==> src/rtl/cond_wait_sequencer.sv <==
// Purpose : steps through a programmable list of conditions over signed registers a/b/c,
//           pulsing cont per step, waiting for the condition, then idling GAP cycles.
// Latency : cont (ARM) -> step_done no earlier than 1 cycle; register write visible next cycle.
// Backpr. : none; a step that stays false for TIMEOUT WAIT cycles ends the run in TOUT.
// Ports   : clk/rst (async, active-high); start; cfg_we/cfg_idx/cfg_code program the table
//           while idle; wr_en/wr_sel/wr_data write a/b/c (sel 3 = no write); a_q/b_q/c_q
//           register values; cont/step_done pulses; busy/done/timeout_err levels; step_idx.
module cond_wait_sequencer #(
  parameter int WIDTH   = 32,
  parameter int NSTEPS  = 3,
  parameter int GAP     = 10,
  parameter int TIMEOUT = 1023
) (
  input  logic             clk,
  input  logic             rst,
  input  logic             start,
  input  logic             cfg_we,
  input  logic [2:0]       cfg_idx,
  input  logic [2:0]       cfg_code,
  input  logic             wr_en,
  input  logic [1:0]       wr_sel,
  input  logic [WIDTH-1:0] wr_data,
  output logic [WIDTH-1:0] a_q,
  output logic [WIDTH-1:0] b_q,
  output logic [WIDTH-1:0] c_q,
  output logic             cont,
  output logic             busy,
  output logic [2:0]       step_idx,
  output logic             step_done,
  output logic             done,
  output logic             timeout_err
);

  typedef enum logic [2:0] {ST_IDLE, ST_ARM, ST_WAIT, ST_GAP, ST_DONE, ST_TOUT} state_t;

  // Counters only need to reach TIMEOUT-1 / GAP-1 before the state moves on.
  localparam int CW = (TIMEOUT > 1) ? $clog2(TIMEOUT) : 1;
  localparam int GW = (GAP > 1) ? $clog2(GAP) : 1;
  localparam logic [CW-1:0] WAIT_LAST = CW'(TIMEOUT - 1);
  localparam logic [GW-1:0] GAP_LAST  = GW'((GAP > 0) ? GAP - 1 : 0);
  localparam logic [2:0]    STEP_LAST = 3'(NSTEPS - 1);

  state_t          state, state_d;
  logic [CW-1:0]   wait_cnt;
  logic [GW-1:0]   gap_cnt;
  logic [2:0]      codes [0:7];
  logic [2:0]      cur_code;
  logic            cond_ok;
  logic            last_step;
  logic            idle_like;

  // Sign-extend to WIDTH+1 so a+b can never wrap.
  logic signed [WIDTH:0] ax, bx, cx, sum;
  assign ax  = $signed({a_q[WIDTH-1], a_q});
  assign bx  = $signed({b_q[WIDTH-1], b_q});
  assign cx  = $signed({c_q[WIDTH-1], c_q});
  assign sum = ax + bx;

  assign cur_code  = codes[step_idx];
  assign last_step = (step_idx == STEP_LAST);
  assign idle_like = (state == ST_IDLE) || (state == ST_DONE) || (state == ST_TOUT);

  always_comb begin
    cond_ok = 1'b0;
    case (cur_code)
      3'd0:    cond_ok = (ax > bx);
      3'd1:    cond_ok = (sum < cx);
      3'd2:    cond_ok = (ax < bx) && (bx > cx);
      3'd3:    cond_ok = (ax == bx);
      3'd4:    cond_ok = (c_q != '0);
      3'd5:    cond_ok = 1'b1;
      default: cond_ok = 1'b0;
    endcase
  end

  // Shared registers: written in any state.
  always_ff @(posedge clk or posedge rst) begin
    if (rst) begin
      a_q <= '0;
      b_q <= '0;
      c_q <= '0;
    end else if (wr_en) begin
      case (wr_sel)
        2'd0:    a_q <= wr_data;
        2'd1:    b_q <= wr_data;
        2'd2:    c_q <= wr_data;
        default: ;
      endcase
    end
  end

  // Condition table; writes beyond the program length are dropped.
  always_ff @(posedge clk or posedge rst) begin
    if (rst) begin
      for (int i = 0; i < 8; i++) codes[i] <= 3'd5;
      codes[0] <= 3'd0;
      codes[1] <= 3'd1;
      codes[2] <= 3'd2;
    end else if (cfg_we && !busy && ({1'b0, cfg_idx} < 4'(NSTEPS))) begin
      codes[cfg_idx] <= cfg_code;
    end
  end

  always_ff @(posedge clk or posedge rst) begin
    if (rst) state <= ST_IDLE;
    else     state <= state_d;
  end

  always_comb begin
    state_d   = state;
    cont      = 1'b0;
    step_done = 1'b0;
    case (state)
      ST_IDLE, ST_DONE, ST_TOUT: begin
        if (start) state_d = ST_ARM;
      end
      ST_ARM: begin
        cont    = 1'b1;
        state_d = ST_WAIT;
      end
      ST_WAIT: begin
        if (cond_ok) begin
          step_done = 1'b1;
          if (GAP == 0) state_d = last_step ? ST_DONE : ST_ARM;
          else          state_d = ST_GAP;
        end else if (wait_cnt == WAIT_LAST) begin
          state_d = ST_TOUT;
        end
      end
      ST_GAP: begin
        if (gap_cnt == GAP_LAST) state_d = last_step ? ST_DONE : ST_ARM;
      end
      default: state_d = ST_IDLE;
    endcase
  end

  always_ff @(posedge clk or posedge rst) begin
    if (rst) begin
      step_idx <= 3'd0;
      wait_cnt <= '0;
      gap_cnt  <= '0;
    end else begin
      // Re-arming from WAIT/GAP means the next step; from idle it means a fresh run.
      if (idle_like && start)    step_idx <= 3'd0;
      else if (state_d == ST_ARM) step_idx <= step_idx + 3'd1;

      if (state == ST_ARM)       wait_cnt <= '0;
      else if (state == ST_WAIT) wait_cnt <= wait_cnt + CW'(1);

      if (state == ST_GAP) gap_cnt <= gap_cnt + GW'(1);
      else                 gap_cnt <= '0;
    end
  end

  assign busy        = (state == ST_ARM) || (state == ST_WAIT) || (state == ST_GAP);
  assign done        = (state == ST_DONE);
  assign timeout_err = (state == ST_TOUT);

endmodule

==> config.mk <==
export PLATFORM = sky130hd
export DESIGN_NAME = cond_wait_sequencer
export DESIGN_NICKNAME = d
export VERILOG_FILES = /design/src/rtl/cond_wait_sequencer.sv
export SDC_FILE = /design/constraint.sdc
export NUM_CORES = 1
export LEC_CHECK = 0
export BUFFER_PORTS_ARGS = -buffer_cell sky130_fd_sc_hd__buf_2
export CAP_MARGIN = 5
export CORE_MARGIN = 5
export CORE_UTILIZATION = 60
export CTS_CLUSTER_DIAMETER = 30
export DETAILED_ROUTE_END_ITERATION = 8
export PLACE_DENSITY = 0.82
export SYNTH_ARGS = -nofsm -noshare
export SYNTH_HDL_FRONTEND = slang
export SYNTH_SLANG_ARGS = --single-unit
export TNS_END_PERCENT = 1
==> constraint.sdc <==
create_clock -name clk -period 13.3 [get_ports clk]
set_input_delay 2.66 -clock clk [delete_from_list [all_inputs] [get_ports clk]]
set_output_delay 2.66 -clock clk [all_outputs]
set_load 0.01 [all_outputs]
==> Word-level counts from Yosys, hierarchy flattened <==
Cells that the tools add are included.
{ "op_classes": {"add_sub_neg": 4, "n_lt_le_gt_ge": 8, "eq_ne": 17, "muxes": 21, "n_bitwise": 2, "n_reduce_logical": 20} }
{ "ops": {"columns": ["op", "count"], "rows": [
  ["$gt A32 B32 Y1", 2],
  ["$add A32 B32 Y33", 1],
  ["$lt A33 B32 Y1", 1],
  ["$eq A32 B32 Y1", 1],
  ["$lt A32 B32 Y1", 1],
  ["$reduce_bool A32 Y1", 1],
  ["$mux W3", 10],
  ["$bwmux W24", 1],
  ["$mux W10", 2],
  ["$eq A3 B2 Y1 const B", 5],
  ["$eq A3 B3 Y1 const B", 4],
  ["$pmux W3 S4", 1],
  ["$add A10 B1 Y10 const B", 1],
  ["$eq A10 B10 Y1 const B", 1],
  ["$bmux W3 S3", 1],
  ["$demux W3 S3", 1],
  ["$eq A3 B1 Y1 const B", 3],
  ["$ge A4 B4 Y1 const B", 2],
  ["$not A3 Y4", 2],
  ["$logic_not A3 Y1", 2],
  ["$pmux W1 S6", 1],
  ["$reduce_and A2 Y1", 3],
  ["$logic_and A1 B1 Y1", 5],
  ["$add A4 B1 Y4 const B", 1],
  ["other kinds (13)", 19]
]} }
{ "totals": {"reg_bits": 140, "inputBits": 45, "out_inout_bits": 104, "elab_cells": 87} }

==> Depth between registers and ports, before layout <==
Gate-level depths: netlist of run 1.
{ "logic_depth": {"ltp_word": 11, "mapped_depth": 20} }

==> Least setup slack after synthesis of run 1 <==
No wires, ideal clock.
{ "synth_path": {"path_type": "reg2out", "from": "register b_q[0]", "to": "output step_done", "arrival_ns": 4.240, "required_time_ns": 10.640, "slack_ns": 6.400, "stages_incl_launch_ff": 21, "n_path_buf": 0, "path_cell_list": "dfrtp_1 -> ha_1 -> inv_1 -> fa_1 -> nor2_1 -> o311a_1 -> o221ai_1 -> o311ai_0 -> nand2_1 -> o21a_1 -> o21a_1 -> o311ai_0 -> ha_1 -> a21o_1 -> a211oi_1 -> nor2_1 -> o21a_1 -> o21ai_0 -> a41o_1 -> a211oi_1 -> nor2_1"} }
{ "synth_via": {"elab_chain_cells": 5} }
{ "synth_lines": {"columns": ["element", "line", "source"], "rows": [
  ["from (decl)", "24", "output logic [WIDTH-1:0] b_q,"],
  ["from (signal assigned)", "85", "2'd1: b_q <= wr_data;"],
  ["$add A32 B32 Y33 (tied with other cells)", "57", "assign sum = ax + bx;"],
  ["$lt A33 B32 Y1 or $logic_and A1 B1 Y1 (tied branches)", "67, 68", null],
  ["$pmux W1 S6 *", "65", "case (cur_code)"],
  ["$mux W1 *", "122", "if (cond_ok) begin"],
  ["$mux W1 *", "113", "case (state)"],
  ["to (decl)", "29", "output logic step_done,"]
]} }
Mark *: on every way between the ends. The rest lies on a longest branch, timed or not.

==> Worst setup path after layout of run 1 <==
Ends and elaborated chain as after synthesis.

==> results.md, run 1 <==
- Cell family with the largest share of critical-path delay: compound AO/OA/AOI/OAI gates
- Slew at the pin with the worst max-slew slack: a little under 0.9 ns
- Clock period minus worst slack: between 8 and 9 ns
- Die width: roughly 140 µm
- Gate Count Post-Synth: about 970
- Number of antenna violations at the first check in global routing: 1
- Total buffers and inverters traversed by the critical path: 2
- Worst-path cell with the longest stage delay: sky130_fd_sc_hd__dfrtp_1
- Relative slew slack: around two fifths
- Count of pins over their slew limit: 0
- Part of the power in the clock network: between 20% and 30%
- Category of the critical setup timing path: flip-flop to primary output
- Total half-perimeter wirelength after legalization and detailed placement: about 18000 µm
- Final estimated routing congestion in global placement: between 0.9 and 1
- Clock network latency to the later pin of the worst-skew pair: approximately 0.43 ns
- Lkg Pwr: approximately 0.0054 µW
- Critical Path AT: between 5 and 6 ns
- CP cell instances: ha_1 -> inv_1 -> fa_1 -> nor2_1 -> o311a_1 -> o221ai_1 -> o311ai_0 -> nand2_1 -> o21a_1 -> o21a_1 -> xnor2_1 -> ha_1 -> nand4_1 -> nor4_1 -> o21ai_0 -> a21oi_1 -> o21ai_0 -> a41o_1 -> a211oi_1 -> nor2_1 -> buf_2
- Number of buffers created by CTS: 17
- Remaining antenna violation count after routing: 0
- Endpoint kind of the worst setup timing path: primary output
- Wire length of the first global-routing pass: 40170 µm
- Die height: between 100 and 150 µm
- P per Cell Area: around 180 nW/µm²
- Number of rows created at floorplan: 46
- Critical path data required time: ~11 ns
- Cells taking the most area after synthesis: sky130_fd_sc_hd__dfrtp_1 (33%), sky130_fd_sc_hd__ha_1 (17%), sky130_fd_sc_hd__mux2_2 (12%)
- Psw: 837.9 µW
- Vias: 7943
- Starting density of the core: between 60% and 70%
- Post-Place Cells: about 1300
- Period utilization: between 60% and 70%
- Total overflow reported by the global router: 0
- Number of iterations in the first detailed-routing pass: 5
- Setup Total Neg Slack: 0 ns
- Maximum number of pins on one net before global-route repair: 72
- Fraction of power consumed by combinational cells: between 40% and 50%
- Post-route DRC: 0
- Diodes inserted: 0
- CTS root buffer: sky130_fd_sc_hd__clkbuf_16
- Highest attainable clock frequency: 124.2 MHz
- Net switching share of the total power: between 40% and 50%
- Core footprint: about 16000 µm²
- Proportion of synthesized chip area in sequential cells: between 30 and 40%
- Number of failing hold endpoints at the final stage: 0
- Hold buffer count at CTS: 0
- Nets in the synthesized netlist: about 1100
- Clock Sinks: 140
- Unrepaired setup endpoints after global routing: false
- Status: completed
- H-tree depth: 4
- Clock Pin Slew Worst Setup and Hold Paths: roughly 0.060 ns
- I/O Buffers: approximately 150
- Clock tree from TritonCTS: built
- DR vias/cell: slightly below 6
- Dominant register cell in the synthesized netlist: sky130_fd_sc_hd__dfrtp_1
- Via count of the first global-routing pass: a little under 8000
- Cell with the most instances after synthesis: sky130_fd_sc_hd__ha_1
- Largest vdd supply drop: 0.0001043 V
- Worst hold path startpoint: codes[0]$_DFFE_PP1P_
- Number of register bits inferred by synthesis: 140
- Number of I/O pins: around 150
- Post-CTS setup-driven buffer insertion count: 0
- Cell taking the most area after synthesis: sky130_fd_sc_hd__dfrtp_1
- Mapped Avg Cell Area: just over 10 µm²
- Top cells by instance count after synthesis: sky130_fd_sc_hd__ha_1 (134), sky130_fd_sc_hd__dfrtp_1 (128), sky130_fd_sc_hd__mux2_2 (104), sky130_fd_sc_hd__inv_1 (102), sky130_fd_sc_hd__a21oi_1 (62)
- Class of the worst hold path: flip-flop to flip-flop
- Clock buffer depth: 2
- Layout Area Growth over Synthesis: 15.23%
- CTS resizes: 0
- Mean routed wirelength per cell: approximately 18 µm
- Post-layout instance count excluding filler cells: about 1300
- Die area: 18860 µm²
- Fraction of synthesized cell area taken by the top area cell type: 32.93%
- Fraction of power consumed by sequential logic: a little under a third
- Violation count after the first detailed-route iteration: between 500 and 600
- Worst setup path startpoint: b_q[0]$_DFFE_PP0P_
- Number of enable-type register cells in the synthesized netlist: 0
- Share of post-route cells with drive strength above 1: ~29%
- Worst reg2reg setup slack: around 8.4 ns
- Count of maximum capacitance violations: 0
- Total setup violations reported at the end of the flow: 0
- Internal cell power: 1186 µW
- Final routed wirelength across all metal layers: around 25000 µm
- Global routing usage summed across all routing layers: 26.95%
- Reg2Reg Launch Point: b_q[0]$_DFFE_PP0P_
- Maximum clock skew at final layout: 0.007654 ns
- Post-synthesis instance area: 9728 µm²
- Worst stage delay on the critical path: between 0.4 and 0.5 ns
- Post-layout nets: 1282
- Number of different library cells in the post-synthesis netlist: 68
- Synthesis warning total: 0
- Crit-path max FO: 5
- Async set-or-reset flop fraction in the synthesized netlist: 100.0%
- Type of element launching the critical path: flip-flop
-- registers in the layout, summed over array words and instances (netlist names) --
signal,cells
gap_cnt,4
a_q,32
step_idx,3
state,3
b_q,32
codes,24
c_q,32
wait_cnt,10
-- placed cells by master, fill, tap and decap left out, types with 6 or more instances in the layout --
cell type	n
sky130_fd_sc_hd__nor2_1	51
sky130_fd_sc_hd__a21oi_1	62
sky130_fd_sc_hd__mux2_2	104
sky130_fd_sc_hd__a211oi_1	8
sky130_fd_sc_hd__o211ai_1	8
sky130_fd_sc_hd__xor2_1	10
sky130_fd_sc_hd__nor4_1	11
sky130_fd_sc_hd__nand2_1	45
sky130_fd_sc_hd__nor2b_1	12
sky130_fd_sc_hd__a21o_1	9
sky130_fd_sc_hd__mux4_2	6
sky130_fd_sc_hd__nand2b_1	10
sky130_fd_sc_hd__nand4_1	21
sky130_fd_sc_hd__buf_2	148
sky130_fd_sc_hd__o21a_1	7
sky130_fd_sc_hd__xnor2_1	20
sky130_fd_sc_hd__clkbuf_16	17
sky130_fd_sc_hd__inv_1	101
sky130_fd_sc_hd__o21ai_0	40
sky130_fd_sc_hd__and4_1	6
sky130_fd_sc_hd__nor3_1	17
sky130_fd_sc_hd__nand3_1	17
sky130_fd_sc_hd__ha_1	134
sky130_fd_sc_hd__dfstp_2	12
sky130_fd_sc_hd__o31ai_1	7
sky130_fd_sc_hd__dfrtp_1	128
-- layer usage --
| metal | GRT usage (%) | wire length (µm) | vias to the layer above | share of wire [%] |
|---|---|---|---|---|
| met5 | 0 | 20 | - | 0.081 |
| met4 | 7.705 | 471 | 2 | 1.9 |
| met3 | 5.223 | 1376 | 46 | 5.6 |
| met2 | 45.59 | 11790 | 259 | 48 |
| met1 | 35.37 | 10920 | 3888 | 44 |
| li1 | - | - | 3748 | - |
-- final timing paths --
check | end | depth (start not counted)
min in group asynchronous | c_q[26]$_DFFE_PP0P_ | 2
min reg2reg | codes[0]$_DFFE_PP1P_ | 0
max reg2reg | state[1]$_DFF_PP0_ | 20
max in group asynchronous | a_q[30]$_DFFE_PP0P_ | 3
min | codes[0]$_DFFE_PP1P_ | 0
max | step_done | 21
-- worst reg2reg max path: stages (launching register included) --
cell and delay (ns):
sky130_fd_sc_hd__dfrtp_1 0.42, sky130_fd_sc_hd__ha_1 0.20, sky130_fd_sc_hd__inv_1 0.06, sky130_fd_sc_hd__fa_1 0.41, sky130_fd_sc_hd__nor2_1 0.17, sky130_fd_sc_hd__o311a_1 0.22
sky130_fd_sc_hd__o221ai_1 0.18, sky130_fd_sc_hd__o311ai_0 0.40, sky130_fd_sc_hd__nand2_1 0.19, sky130_fd_sc_hd__o21a_1 0.27, sky130_fd_sc_hd__o21a_1 0.23, sky130_fd_sc_hd__xnor2_1 0.13
sky130_fd_sc_hd__ha_1 0.30, sky130_fd_sc_hd__nand4_1 0.17, sky130_fd_sc_hd__nor4_1 0.33, sky130_fd_sc_hd__o21ai_0 0.14, sky130_fd_sc_hd__a21oi_1 0.12, sky130_fd_sc_hd__o21ai_0 0.10
sky130_fd_sc_hd__a41o_1 0.25, sky130_fd_sc_hd__a211oi_1 0.38, sky130_fd_sc_hd__a21oi_1 0.13
-- through the flow --
| step | utilization (%) | hold WS (ns) | setup WS (ns) | cell area, µm² | total power (µW) |
|---|---|---|---|---|---|
| after floorplan | - | 0.4239 | 6.401 | 9728 | 1266 |
| after global placement | 66.96 | 0.3559 | 5.904 | 10640 | 1517 |
| after detailed placement | 66.96 | 0.3568 | 5.768 | 10640 | 1541 |
| after CTS | 70.57 | 0.3655 | 5.298 | 11210 | 2021 |
| after global routing | 70.57 | 0.3685 | 4.685 | 11210 | 2175 |
| final | 70.57 | 0.3640 | 5.251 | 11210 | 2023 |
-- cell families after synthesis --
family | synth area share (%)
buf+inv | 5.402
mux | 13.63
simple gates | 12.01
xor+xnor | 2.701
compound gates | 12.64
flops | 36.17
fa+ha+maj | 17.44
-- power by group through the flow --
stage	combinational [µW]	sequential, µW	clock (µW)
2_1_floorplan	659	606	0
3_3_place_gp	910	607	0
3_5_place_dp	928	613	0
4_1_cts	942	607	472
5_1_grt	1060	621	492
6_report	949	608	467
-- cell type report --
cell class                      instances  area [µm²]
Clock inverter                         14       133.9
Timing Repair Buffer                  152       770.7
Multi-Input combinational cell        689        5689
Tap cell                              216       270.3
Fill cell                            1216        4676
Clock buffer                           18       439.2
Inverter                              102       387.9
Sequential cell                       140        3518
(Power assumes the default switching activity.)
==> run 2, diff against run 1 <==
- ABC_AREA: default -> 1
- CORE_UTILIZATION: 60 -> 53
- PLACE_DENSITY: 0.82 -> 0.76
- clock period: 13.3 -> 7.1 ns (I/O delays scaled with it)
==> results.md, run 2 <==
- Number of failing hold endpoints at the final stage: 0 (unchanged)
- Status: completed
- Clock buffer depth: 2 (unchanged)
- Number of iterations in the first detailed-routing pass: 6 (+1)
- Period utilization: 84.76%
- Final worst setup slack: 1.082 ns (-4.169 ns)
- Post-route DRC: 0 (unchanged)
- Post-route core utilization: 61.71% (-8.9 points)
- Diodes inserted: 0 (unchanged)
- Relative slew slack: 25.52% (-15 points)
- Psw: 1615 µW (+93%)
- Registers with the most flip-flops: a_q: 32 flops, b_q: 32 flops, c_q: 32 flops
- Cells taking the most area after synthesis: sky130_fd_sc_hd__dfrtp_1 (32%), sky130_fd_sc_hd__ha_1 (17%), sky130_fd_sc_hd__nand2_1 (9.5%)
- Share of post-route cells with drive strength above 1: 16.61% (-12 points)
- Worst Hold Path Cells: 0 (unchanged)
- Nets in the synthesized netlist: 1499 (+31%)
- Fraction of power consumed by sequential logic: 29.9% (about the same)
- Number of different library cells in the post-synthesis netlist: 51 (-25%)
- Part of the power in the clock network: 24.3% (+1.2 points)
- Count of maximum capacitance violations: 0 (unchanged)
- Post-CTS setup-driven buffer insertion count: 0 (unchanged)
- CTS root buffer: sky130_fd_sc_hd__clkbuf_16
- Hold buffer count at CTS: 0 (unchanged)
- Lkg Pwr: 0.006306 µW (+16%)
- Number of rows created at floorplan: 50 (+8.7%)
- Wire length of the first global-routing pass: 41600 µm (+3.6%)
- CTS resizes: 0 (unchanged)
- Clock period minus worst slack: between 6 and 7 ns
- Pre-CTS WS: 1.557 ns (-4.211 ns)
- Die area: 21850 µm² (+16%)
- Die width: 147.8 µm (+7.6%)
- Mean routed wirelength per cell: 14.76 µm (-20%)
- Worst Reg2Reg Path Length in Cells: 27 (+35%)
- Leading cell type in the layout, fill and taps excluded: sky130_fd_sc_hd__nand2_1
- Mapped Avg Cell Area: 7.633 µm² (-24%)
- Type of element launching the critical path: flip-flop
- Global routing usage summed across all routing layers: 23.21% (-3.7 points)
- Async set-or-reset flop fraction in the synthesized netlist: 100.0% (unchanged)
- Largest vdd supply drop: 0.0001928 V (+85%)
- DR vias/cell: 5.192 (-13%)
- Final routed wirelength across all metal layers: 25040 µm (+1.9%)
- Post-Place Cells: 1665 (+28%)
- Synthesis warning total: 0 (unchanged)
- Clock tree from TritonCTS: built
- P per Cell Area: 319.6 nW/µm² (+77%)
- Clock network latency to the later pin of the worst-skew pair: 0.44 ns (about the same)
- Number of enable-type register cells in the synthesized netlist: 0 (unchanged)
- Layout Area Growth over Synthesis: 14.65%
- Core footprint: 18710 µm² (+18%)
- Dominant register cell in the synthesized netlist: sky130_fd_sc_hd__dfrtp_1
- Maximum number of pins on one net before global-route repair: 73 (+1.4%)
- Endpoint kind of the worst setup timing path: primary output
- Fraction of synthesized cell area taken by the top area cell type: 31.81% (-1.1 points)
- Maximum clock skew at final layout: 0.009864 ns (+0.002211 ns)
- Cell taking the most area after synthesis: sky130_fd_sc_hd__dfrtp_1
- I/O Buffers: 148 (unchanged)
- Violation count after the first detailed-route iteration: 480 (-16%)
- Worst stage delay on the critical path: 0.44 ns (+0.02 ns)
- Number of register bits inferred by synthesis: 140 (unchanged)
- Clock Pin Slew Worst Setup and Hold Paths: 0.06 ns (about the same)
- Gate Count Post-Synth: 1319 (+37%)
- Critical path data required time: 5.68 ns (-4.96 ns)
- Die height: 147.8 µm (+7.6%)
- Unrepaired setup endpoints after global routing: false
- Vias: 8810 (+11%)
- Fraction of power consumed by combinational cells: 45.8% (-1.1 points)
- Proportion of synthesized chip area in sequential cells: 34.94% (-1.2 points)
- Post-layout instance count excluding filler cells: 1697 (+27%)
- Count of pins over their slew limit: 0 (unchanged)
- Class of the worst hold path: flip-flop to flip-flop
- Top cells by instance count after synthesis: sky130_fd_sc_hd__nand2_1 (256), sky130_fd_sc_hd__inv_1 (212), sky130_fd_sc_hd__o21ai_0 (145), sky130_fd_sc_hd__ha_1 (134), sky130_fd_sc_hd__dfrtp_1 (128)
- Number of buffers created by CTS: 17 (unchanged)
- Final estimated routing congestion in global placement: 0.9319 (-4.8%)
- Internal cell power: 2074 µW (+75%)
- Number of I/O pins: 149 (unchanged)
- Total overflow reported by the global router: 0 (unchanged)
- # fillers: 1698 (+40%)
- Crit-path most repeated cell: sky130_fd_sc_hd__nand2_1
- Highest attainable clock frequency: about 170 MHz
- Remaining antenna violation count after routing: 0 (unchanged)
- Crit-path max FO: 5 (unchanged)
- H-tree depth: 4 (unchanged)
- Setup Total Neg Slack: 0 ns (unchanged)
- Net switching share of the total power: 43.79% (+2.4 points)
- Category of the critical setup timing path: flip-flop to primary output
- Total setup violations reported at the end of the flow: 0 (unchanged)
- Worst-path cell with the longest stage delay: sky130_fd_sc_hd__o31ai_2
- Post-layout nets: 1630 (+27%)
- Number of antenna violations at the first check in global routing: 0 (-1)
- Clock Sinks: 140 (unchanged)
- Cell with the most instances after synthesis: sky130_fd_sc_hd__nand2_1
- Critical Path AT: 4.60 ns (-0.79 ns)
- Starting density of the core: 53.83% (-7.4 points)
- Post-synthesis instance area: 10070 µm² (+3.5%)
- Total half-perimeter wirelength after legalization and detailed placement: 18940 µm (+3.7%)
- Slew at the pin with the worst max-slew slack: 1.113 ns (+0.2244 ns)
- Commonest non-fill, non-tap cells in the layout: sky130_fd_sc_hd__nand2_1 (254), sky130_fd_sc_hd__inv_1 (211), sky130_fd_sc_hd__buf_2 (148)
- Smallest hold slack: 0.3646 ns (+0.0006160 ns)
- Via count of the first global-routing pass: 8721 (+10%)
[run 2: cell count changes in the layout (fill, tap and decap cells not counted), moves of 12 or more]
cell,change
sky130_fd_sc_hd__nand2_1,+209
sky130_fd_sc_hd__inv_1,+110
sky130_fd_sc_hd__o21ai_0,+105
sky130_fd_sc_hd__mux2_2,-104
sky130_fd_sc_hd__nor2_1,+54
sky130_fd_sc_hd__a21oi_1,+24
sky130_fd_sc_hd__xor2_1,+22
sky130_fd_sc_hd__inv_2,+19
sky130_fd_sc_hd__xnor2_1,-18
sky130_fd_sc_hd__o21ai_1,+16
sky130_fd_sc_hd__nor2b_1,-12
[run 2: worst paths after layout]
path	start	endpoint	slack, ns
min in group asynchronous	rst	c_q[2]$_DFFE_PP0P_	1.07
setup / recovery	b_q[0]$_DFFE_PP0P_	step_done	1.08
hold reg to reg	codes[3]$_DFFE_PP1P_	codes[3]$_DFFE_PP1P_	0.36
setup reg to reg	b_q[0]$_DFFE_PP0P_	step_idx[0]$_DFFE_PP0P_	2.72
hold / removal	codes[3]$_DFFE_PP1P_	codes[3]$_DFFE_PP1P_	0.36
max in group asynchronous	rst	c_q[20]$_DFFE_PP0P_	4.73
[run 2: per-layer routing]
metal  wire [µm]  up-vias  track usage, %
met5           0        -               0
met4         360        0           5.774
met3        1171       31           4.997
met2       12100      195           40.17
met1       11410     4050           29.75
li1            -     4534               -
[run 2: logic make-up after synthesis]
| logic type | Yosys count | synth area share, % |
|---|---|---|
| AO/OA/AOI/OAI | 298 | 16.47 |
| XOR/XNOR | 34 | 2.958 |
| adder cells (fa/ha/maj) | 135 | 16.85 |
| buffers and inverters | 271 | 10.30 |
| flip-flops | 140 | 34.94 |
| AND/OR/NAND/NOR | 441 | 18.48 |
[run 2: area by class of cell]
class	instances	area, µm²	share of cell area (%)
inverter	233	879.6	7.620
tap	234	292.8	2.536
timing repair buffer	150	755.7	6.547
clock buffer	19	442.9	3.837
sequential	140	3518	30.48
multi-input combinational	908	5523	47.84
clock inverter	13	131.4	1.138
[run 2: critical path: cells and delay by family, from the launching register on]
| family | cells | cell delay [ns] |
|---|---|---|
| AO/OA/AOI/OAI | 7 | 1.28 |
| XOR/XNOR | 1 | 0.20 |
| buffers and inverters | 4 | 0.32 |
| adder cells (fa/ha/maj) | 3 | 0.92 |
| AND/OR/NAND/NOR | 10 | 1.03 |
| flip-flops | 1 | 0.41 |
[run 2: power by group through the flow]
stage               Combinational, µW  Clock, µW  Sequential (µW)
finish                           1690        897             1100
global placement                 1630          0             1110
global route                     1930        943             1130
floorplan                        1220          0             1110
detailed placement               1670          0             1120
CTS                              1690        903             1100
[run 2: per-stage QoR]
step	area (µm²)	total power, µW
finish	11540	3689
global route	11540	4003
CTS	11540	3697
detailed placement	10970	2784
global placement	10970	2746
floorplan	10070	2329
